### src/rtl/spi_reg_ctrl_if.sv
// SPI-byte / register-bus signal bundle for spi_reg_ctrl.
// The master modport is the controller's view and the slave modport is the surrounding logic's view.
// Pure wiring, no latency and no flow control of its own.
interface spi_reg_ctrl_if;
  logic       i_spi_cs_b;
  logic       i_rx_data_valid;
  logic [7:0] i_rx_byte;
  logic       o_tx_data_valid;
  logic [7:0] o_tx_byte;
  logic [1:0] o_mod_sel;
  logic [4:0] o_ioc;
  logic       o_wr_stb;
  logic [7:0] o_wr_data;
  logic       o_rd_stb;
  logic       i_rd_valid;
  logic [7:0] i_rd_data;
  logic [7:0] o_err_cnt;

  modport master (
    input  i_spi_cs_b, i_rx_data_valid, i_rx_byte, i_rd_valid, i_rd_data,
    output o_tx_data_valid, o_tx_byte, o_mod_sel, o_ioc, o_wr_stb,
    o_wr_data, o_rd_stb, o_err_cnt
  );

  modport slave (
    output i_spi_cs_b, i_rx_data_valid, i_rx_byte, i_rd_valid, i_rd_data,
    input  o_tx_data_valid, o_tx_byte, o_mod_sel, o_ioc, o_wr_stb,
    o_wr_data, o_rd_stb, o_err_cnt
  );
endinterface

### src/rtl/spi_reg_ctrl.sv
// SPI frame parser: command byte then data bytes, issuing register write/read strobes and tx reloads.
// Every output is registered one cycle after its cause; CS deassertion acts 2 cycles after the raw edge.
// No backpressure: rx bytes are pulses, read data is awaited up to RD_TIMEOUT cycles then answered with 0xEE.
// Build option SPI_CTRL_BURST_EN: multi-byte bursts with auto-incrementing register address.
module spi_reg_ctrl #(
  parameter int unsigned RD_TIMEOUT = 15
) (
  input logic            i_sys_clk,
  input logic            i_rst_b,
  spi_reg_ctrl_if.master bus
);

  localparam logic [7:0] TO_LIM = 8'(RD_TIMEOUT);

  typedef enum logic [2:0] {IDLE, WR_DATA, RD_WAIT, RD_HOLD, DONE} state_t;

  state_t     state;
  logic       cs_meta;
  logic       cs_b_s;
  logic [7:0] to_cnt;
  logic       tx_valid;
  logic [7:0] tx_byte;
  logic [1:0] mod_sel;
  logic [4:0] ioc;
  logic       wr_stb;
  logic [7:0] wr_data;
  logic       rd_stb;
  logic [7:0] err_cnt;
  logic       rx_hit;
  logic       to_hit;
  logic [8:0] err_sum;
`ifdef SPI_CTRL_BURST_EN
  logic       wr_first;
`endif

  // Two-flop synchroniser for the raw chip select; reset treats the bus as deselected.
  always_ff @(posedge i_sys_clk or negedge i_rst_b) begin
    if (!i_rst_b) begin
      cs_meta <= 1'b1;
      cs_b_s  <= 1'b1;
    end else begin
      cs_meta <= bus.i_spi_cs_b;
      cs_b_s  <= cs_meta;
    end
  end

  // Error sources while waiting for read data: a stray rx byte and a timeout that lost to no rd_valid.
  always_comb begin
    rx_hit = 1'b0;
    to_hit = 1'b0;
    if (!cs_b_s && state == RD_WAIT) begin
      rx_hit = bus.i_rx_data_valid;
      to_hit = !bus.i_rd_valid && (to_cnt == TO_LIM);
    end
    err_sum = {1'b0, err_cnt} + {8'd0, rx_hit} + {8'd0, to_hit};
  end

  // Frame FSM with registered strobes; a deselected CS overrides everything else.
  always_ff @(posedge i_sys_clk or negedge i_rst_b) begin
    if (!i_rst_b) begin
      state    <= IDLE;
      to_cnt   <= 8'd0;
      tx_valid <= 1'b0;
      tx_byte  <= 8'h00;
      mod_sel  <= 2'd0;
      ioc      <= 5'd0;
      wr_stb   <= 1'b0;
      wr_data  <= 8'h00;
      rd_stb   <= 1'b0;
      err_cnt  <= 8'h00;
`ifdef SPI_CTRL_BURST_EN
      wr_first <= 1'b0;
`endif
    end else begin
      wr_stb   <= 1'b0;
      rd_stb   <= 1'b0;
      tx_valid <= 1'b0;
      err_cnt  <= err_sum[8] ? 8'hFF : err_sum[7:0];
      if (cs_b_s) begin
        state   <= IDLE;
        tx_byte <= 8'h00;
        to_cnt  <= 8'd0;
      end else begin
        case (state)
          IDLE: begin
            if (bus.i_rx_data_valid) begin
              mod_sel <= bus.i_rx_byte[6:5];
              ioc     <= bus.i_rx_byte[4:0];
              if (bus.i_rx_byte[7]) begin
                state <= WR_DATA;
`ifdef SPI_CTRL_BURST_EN
                wr_first <= 1'b1;
`endif
              end else begin
                rd_stb <= 1'b1;
                to_cnt <= 8'd0;
                state  <= RD_WAIT;
              end
            end
          end
          WR_DATA: begin
            if (bus.i_rx_data_valid) begin
              wr_data <= bus.i_rx_byte;
              wr_stb  <= 1'b1;
`ifdef SPI_CTRL_BURST_EN
              // The first data byte goes to the commanded address; later bytes step it.
              wr_first <= 1'b0;
              if (!wr_first) ioc <= ioc + 5'd1;
`else
              state    <= DONE;
              tx_valid <= 1'b1;
              tx_byte  <= 8'h00;
`endif
            end
          end
          RD_WAIT: begin
            if (bus.i_rd_valid) begin
              tx_byte  <= bus.i_rd_data;
              tx_valid <= 1'b1;
              state    <= RD_HOLD;
            end else if (to_hit) begin
              tx_byte  <= 8'hEE;
              tx_valid <= 1'b1;
              state    <= RD_HOLD;
            end else begin
              to_cnt <= to_cnt + 8'd1;
            end
          end
          RD_HOLD: begin
`ifdef SPI_CTRL_BURST_EN
            if (bus.i_rx_data_valid) begin
              ioc    <= ioc + 5'd1;
              rd_stb <= 1'b1;
              to_cnt <= 8'd0;
              state  <= RD_WAIT;
            end
`else
            state    <= DONE;
            tx_valid <= 1'b1;
            tx_byte  <= 8'h00;
`endif
          end
          DONE: begin
            state <= DONE;
          end
          default: state <= IDLE;
        endcase
      end
    end
  end

  assign bus.o_tx_data_valid = tx_valid;
  assign bus.o_tx_byte       = tx_byte;
  assign bus.o_mod_sel       = mod_sel;
  assign bus.o_ioc           = ioc;
  assign bus.o_wr_stb        = wr_stb;
  assign bus.o_wr_data       = wr_data;
  assign bus.o_rd_stb        = rd_stb;
  assign bus.o_err_cnt       = err_cnt;

endmodule

### src/flat_wrapper.sv
// flat-port wrapper written by rule: the top's interface ports become plain ports
module spi_reg_ctrl_flat 
#(
  parameter int unsigned RD_TIMEOUT = 15
)
  (i_sys_clk, i_rst_b, bus_i_spi_cs_b, bus_i_rx_data_valid, bus_i_rx_byte, bus_i_rd_valid, bus_i_rd_data, bus_o_tx_data_valid, bus_o_tx_byte, bus_o_mod_sel, bus_o_ioc, bus_o_wr_stb, bus_o_wr_data, bus_o_rd_stb, bus_o_err_cnt);
  spi_reg_ctrl_if bus_i ();
  input logic i_sys_clk;
  input logic i_rst_b;
  input wire logic [$bits(bus_i.i_spi_cs_b)-1:0] bus_i_spi_cs_b;
  input wire logic [$bits(bus_i.i_rx_data_valid)-1:0] bus_i_rx_data_valid;
  input wire logic [$bits(bus_i.i_rx_byte)-1:0] bus_i_rx_byte;
  input wire logic [$bits(bus_i.i_rd_valid)-1:0] bus_i_rd_valid;
  input wire logic [$bits(bus_i.i_rd_data)-1:0] bus_i_rd_data;
  output wire logic [$bits(bus_i.o_tx_data_valid)-1:0] bus_o_tx_data_valid;
  output wire logic [$bits(bus_i.o_tx_byte)-1:0] bus_o_tx_byte;
  output wire logic [$bits(bus_i.o_mod_sel)-1:0] bus_o_mod_sel;
  output wire logic [$bits(bus_i.o_ioc)-1:0] bus_o_ioc;
  output wire logic [$bits(bus_i.o_wr_stb)-1:0] bus_o_wr_stb;
  output wire logic [$bits(bus_i.o_wr_data)-1:0] bus_o_wr_data;
  output wire logic [$bits(bus_i.o_rd_stb)-1:0] bus_o_rd_stb;
  output wire logic [$bits(bus_i.o_err_cnt)-1:0] bus_o_err_cnt;
  assign bus_i.i_spi_cs_b = bus_i_spi_cs_b;
  assign bus_i.i_rx_data_valid = bus_i_rx_data_valid;
  assign bus_i.i_rx_byte = bus_i_rx_byte;
  assign bus_i.i_rd_valid = bus_i_rd_valid;
  assign bus_i.i_rd_data = bus_i_rd_data;
  assign bus_o_tx_data_valid = bus_i.o_tx_data_valid;
  assign bus_o_tx_byte = bus_i.o_tx_byte;
  assign bus_o_mod_sel = bus_i.o_mod_sel;
  assign bus_o_ioc = bus_i.o_ioc;
  assign bus_o_wr_stb = bus_i.o_wr_stb;
  assign bus_o_wr_data = bus_i.o_wr_data;
  assign bus_o_rd_stb = bus_i.o_rd_stb;
  assign bus_o_err_cnt = bus_i.o_err_cnt;
  spi_reg_ctrl #(.RD_TIMEOUT(RD_TIMEOUT)) u_core (.i_sys_clk(i_sys_clk), .i_rst_b(i_rst_b), .bus(bus_i));
endmodule
### config.mk
export PLATFORM = sky130hd
export DESIGN_NAME = spi_reg_ctrl_flat
export DESIGN_NICKNAME = d
export VERILOG_FILES = /design/src/rtl/spi_reg_ctrl_if.sv /design/src/rtl/spi_reg_ctrl.sv /design/src/flat_wrapper.sv
export SDC_FILE = /design/constraint.sdc
export NUM_CORES = 1
export LEC_CHECK = 0
export ABC_CLOCK_PERIOD_IN_PS = 7500
export BUFFER_PORTS_ARGS = -buffer_cell sky130_fd_sc_hd__buf_2
export CAP_MARGIN = 5
export CORE_MARGIN = 8
export CORE_UTILIZATION = 56
export CTS_CLUSTER_DIAMETER = 80
export DETAILED_ROUTE_END_ITERATION = 10
export PLACE_DENSITY = 0.84
export RECOVER_POWER = 100
export SLEW_MARGIN = 10
export SYNTH_ARGS = -nofsm -noshare
export SYNTH_HDL_FRONTEND = slang
export SYNTH_SLANG_ARGS = --single-unit
### constraint.sdc
create_clock -name i_sys_clk -period 7.5 [get_ports i_sys_clk]
set_input_delay 1.125 -clock i_sys_clk [delete_from_list [all_inputs] [get_ports i_sys_clk]]
set_output_delay 1.125 -clock i_sys_clk [all_outputs]
set_load 0.005 [all_outputs]
Word-level counts from Yosys, hierarchy flattened
Index checks and enable logic that the tools add are counted. W data, S select, Z words.

Output and inout bits: 34. Logic and storage cells: 72. Flip-flop bits (word level): 47. Bits of input ports: 21.

Bitwise operators: 1. Eq/ne operators: 11. Muxes and demuxes: 32. $add $sub $neg: 3. Reductions and logical operators: 13.

Operator list (number): $mux W8 (10); $pmux W8 S3 (1); $pmux W8 S2 (1); $mux W3 (5); $ne A3 B2 Y1 const B (5); $mux W1 (12); $pmux W3 S4 (1); $reduce_and A3 Y1 (4); $add A8 B1 Y9 (1); $add A9 B1 Y9 (1); $add A8 B1 Y8 const B (1); $eq A8 B4 Y1 const B (1); $eq A3 B2 Y1 const B (2); $reduce_and A5 Y1 (1); $ne A4 B2 Y1 const B (1); $reduce_bool A4 Y1 (1); $eq A3 B1 Y1 const B (1); $eq A3 B3 Y1 const B (1); $logic_not A3 Y1 (1); $pmux W1 S3 (1); $reduce_bool A3 Y1 (1); $logic_and A1 B1 Y1 (2); $logic_not A1 Y1 (2); $mux W2 (1); other kinds (2) (2).

Logic depth before layout (Yosys ltp)
Word-level depth: 7. Gate-level depth with buffers: 10. Gate-level depth less buffers: 8.

Worst setup path after synthesis
OpenSTA, ideal clock, no wires.

Path type: in2reg. Start point: in bus_i_rd_valid. End point: reg u_core.err_cnt[2], in the netlist u_core.bus.o_err_cnt[2]. Required time: 7.417 ns. Cell stages on the path: 8. Path slack: 4.467 ns. Setup time: 0.083 ns. Path buffers: 1. Arrival: 2.951 ns. Cell sequence: or4_1 -> nor4_2 -> fa_1 -> and3_1 -> clkbuf_1 -> and4_1 -> nand3_1 -> o21ai_0.

Cells in the longest elaborated chain, start to end: 5.

Ends and longest elaborated chain: start, declared (line flat_wrapper.sv:13) `input wire logic [$bits(bus_i.i_rd_valid)-1:0] bus_i_rd_valid;`; $logic_not A1 Y1 (line spi_reg_ctrl.sv:53) `to_hit = !bus.i_rd_valid && (to_cnt == TO_LIM);`; $logic_and A1 B1 Y1 (line spi_reg_ctrl.sv:53); $mux W1 (line spi_reg_ctrl.sv:51) `if (!cs_b_s && state == RD_WAIT) begin`; $add A9 B1 Y9 (line spi_reg_ctrl.sv:55) `err_sum = {1'b0, err_cnt} + {8'd0, rx_hit} + {8'd0, to_hit};`; $mux W8 (line spi_reg_ctrl.sv:78) `err_cnt <= err_sum[8] ? 8'hFF : err_sum[7:0];`; end signal, assigned (line spi_reg_ctrl.sv:78); end, declared (line spi_reg_ctrl.sv:28) `logic [7:0] err_cnt;`.

Every way passes these cells. A chain may end at the register's enable or synchronous reset.

Worst setup path after layout
Ends and elaborated chain as after synthesis.

==> impl_metrics.ini <==
[power_and_ir_drop]
cell_internal_pwr_uw = 428
power.share.switching_pct = 27.1
pwr-share-seq_pct = 55.1
total_power_uw = 587
netSwitchingPower_uw = 159
p_leak_nw = 1.17
ir_drop_uv = 188
powerDensity_nw_per_um2 = 243
combPwrFrac_pct = 18.9
clkPwrFrac_pct = 26.0

[timing]
timing.final.ws_setup_ps = 4180
worst_slew_pin_slew_ps = 2380
fin_crit_ps = 3320
setup_tns_ps = 0
slew_headroom_pct = -58.5
fin_hold_ws_ps = 358
max_freq_mhz = 301
hold_violations = 0
rsz0062_at_grt = no
setup_viol = 0
fin_worst_skew_ps = 7.34
finalCritPeriodShare_pct = 44.3
finalMaxSlewViolations = 48

[hold_path]
hp-start = u_core.cs_meta$_DFF_PN1_
hold_depth = 0
hp-class = reg -> reg

[clock_tree]
postCtsHoldBufs = 0
cts.sinks = 47
cts_resized = 0
cts_setup_buffers = 0
cts_root_buffer = clkbuf_8
h-tree-depth = 2
path_clk_slew_ps = 80
clock_latency_ps = 290
numCtsBuffers = 5
clockBufferDepth = 2
cts_tree = yes

[routing]
drc = 0
wl_per_cell_um = 15.1
first_iter_violations = 63
first_pass_iters = 4
ant_nets = 0
vias_per_cell = 5.55
vias = 1564
finalWirelength_um = 4270

[finish]
drive_gt1_share_pct = 20.5
final_util_pct = 65.9
diodes = 0
layout.cells.non_filler = 282
final_nets = 256
stdcell_area_um2 = 2410
areaGrowthSynthToFinish_pct = 13.5

[floorplan]
coreArea_um2 = 3660
die_h_um = 77.6
start_util_pct = 58.0
rows = 22
ioPinCount = 55
die_w_um = 77.6
die_area_um2 = 6020

[synthesis]
synth_mux_area_share_pct = 12.2
synth_top_family_by_area = compound AO/OA/AOI/OAI gates
synth_xor_area_share_pct = 1.24
synth-simple-area-share_pct = 12.2
async_flop_share_pct = 100
synth_edf_count = 0
syn-cell-area_um2 = 2120
synthAdderAreaFrac_pct = 1.53
synthFlopType = dfrtp_1
syn_area_per_cell_um2 = 11.6
yosysTopAreaCell = dfrtp_1
synth_compound_area_share_pct = 13.0
synth_top_cell_area_share_pct = 53.0
synth_seq_area_share_pct = 55.5
yosysUniqueCellTypes = 42
synth_nets = 206
syn_inst = 183
yosysWarnings = 0
synth-seq-cells = 47
netlist_top_cells_area = dfrtp_1 (53%), mux2_2 (8.0%), mux2_4 (4.2%)

[job]
maxCapViolCount = 1

[grt]
antenna_found_initial = 0
grt_pass1_wl_um = 7470
grt_overflow = 0
grt_pass1_vias = 1592
grt_max_degree = 48
grt_usage_pct = 14.8

[place]
dp_slack_ps = 4140
dp_cells = 274
hpwl_um = 3080
portBuffers = 54
gp_congestion = 0.817
postPlaceCellArea_um2 = 2400

[setup_path]
critPathLaunch = bus_i_rd_valid
crit_type = in -> reg
crit_arrival_ps = 3530
worstSetupStartpointType = primary input
r2r_cells = 7
required_ps = 7710
r2r-start = u_core.state[1]$_DFFE_PN0P_
cp_max_fo = 15
crit_path_end_kind = register

[outcome]
violations = capacitance limit, slew limit
status = finished with violations
==> flip-flops by register name, indices dropped and copies added, names as in the netlist <==
name	count
u_core.bus.o_mod_sel	2
u_core.bus.o_tx_byte	8
u_core.bus.o_wr_stb	1
u_core.bus.o_wr_data	8
u_core.bus.o_rd_stb	1
u_core.bus.o_ioc	5
u_core.to_cnt	8
u_core.bus.o_tx_data_valid	1
u_core.cs_b_s	1
u_core.bus.o_err_cnt	8
u_core.cs_meta	1
u_core.state	3
==> cells by family after synthesis <==
logic type,after synthesis
flops,47
buf+inv,20
fa+ha+maj,2
mux,21
compound gates,45
simple gates,45
xor+xnor,3
==> Yosys cell counts (all sizes together), types with 2 or more instances <==
cell    instances
mux2           21
nand2           8
nand3           5
xnor2           2
or4b            3
nor3            3
a32o            2
buf             3
clkbuf          8
dfrtp          45
a31oi           5
nor4            3
nor2            8
dfstp           2
inv             9
nand2b          3
or4             2
a21oi          16
and3            3
o21ai          14
==> layout make-up <==
cell class | count | area, µm²
tap | 48 | 60.1
timing repair buffer | 54 | 233
clock inverter | 1 | 5.00
clock buffer | 7 | 86.3
sequential | 47 | 1180
inverter | 9 | 33.8
fill | 333 | 1250
multi-input combinational | 116 | 816
==> per-layer routing <==
layer | up-vias | part of all wire [%] | GRT usage (%)
li1 | 756 | - | -
met1 | 751 | 45 | 18.5
met2 | 54 | 46 | 22.7
met3 | 3 | 8.7 | 6.68
met4 | 0 | 0.54 | 3.40
met5 | - | 0 | 0
==> worst paths after layout <==
kind	slack, ps	endpoint
min in group asynchronous	1550	u_core.to_cnt[6]$_DFFE_PN0P_
max in group asynchronous	4610	u_core.state[0]$_DFFE_PN0P_
hold / removal	360	u_core.cs_b_s$_DFF_PN1_
hold reg to reg	360	u_core.cs_b_s$_DFF_PN1_
setup reg to reg	4420	u_core.bus.o_err_cnt[2]$_DFF_PN0_
setup / recovery	4180	u_core.bus.o_err_cnt[2]$_DFF_PN0_
==> critical path, cell delays in order <==
cell,delay [ps]
clkbuf_1,260
or4_1,510
nor4_1,410
fa_1,310
and3_1,270
and4_1,300
nand3_1,210
o21ai_0,130
==> power groups by stage <==
stage	sequential [mW]	combinational (mW)	clock, mW
finish	0.323	0.111	0.152
global route	0.331	0.126	0.163
CTS	0.323	0.125	0.158
detailed placement	0.327	0.125	0
global placement	0.325	0.122	0
floorplan	0.327	0.0601	0
==> layout by cell type (no fill, tap or decap), types with 2 or more instances in the layout <==
cell type   n
buf_2      24
and3_1      3
nor4_1      3
or4_1       2
o21ai_0    14
dfrtp_1    45
xnor2_1     2
nand2b_1    3
a32o_1      2
nand2_1     8
inv_1       9
a31oi_1     5
or4b_1      3
mux2_2     15
clkbuf_8    6
nor3_1      3
a21oi_1    16
nor2_1      8
mux2_1      6
nand3_1     5
dfstp_2     2
clkbuf_1   31
No activity file was read; power rests on OpenSTA's default activity.
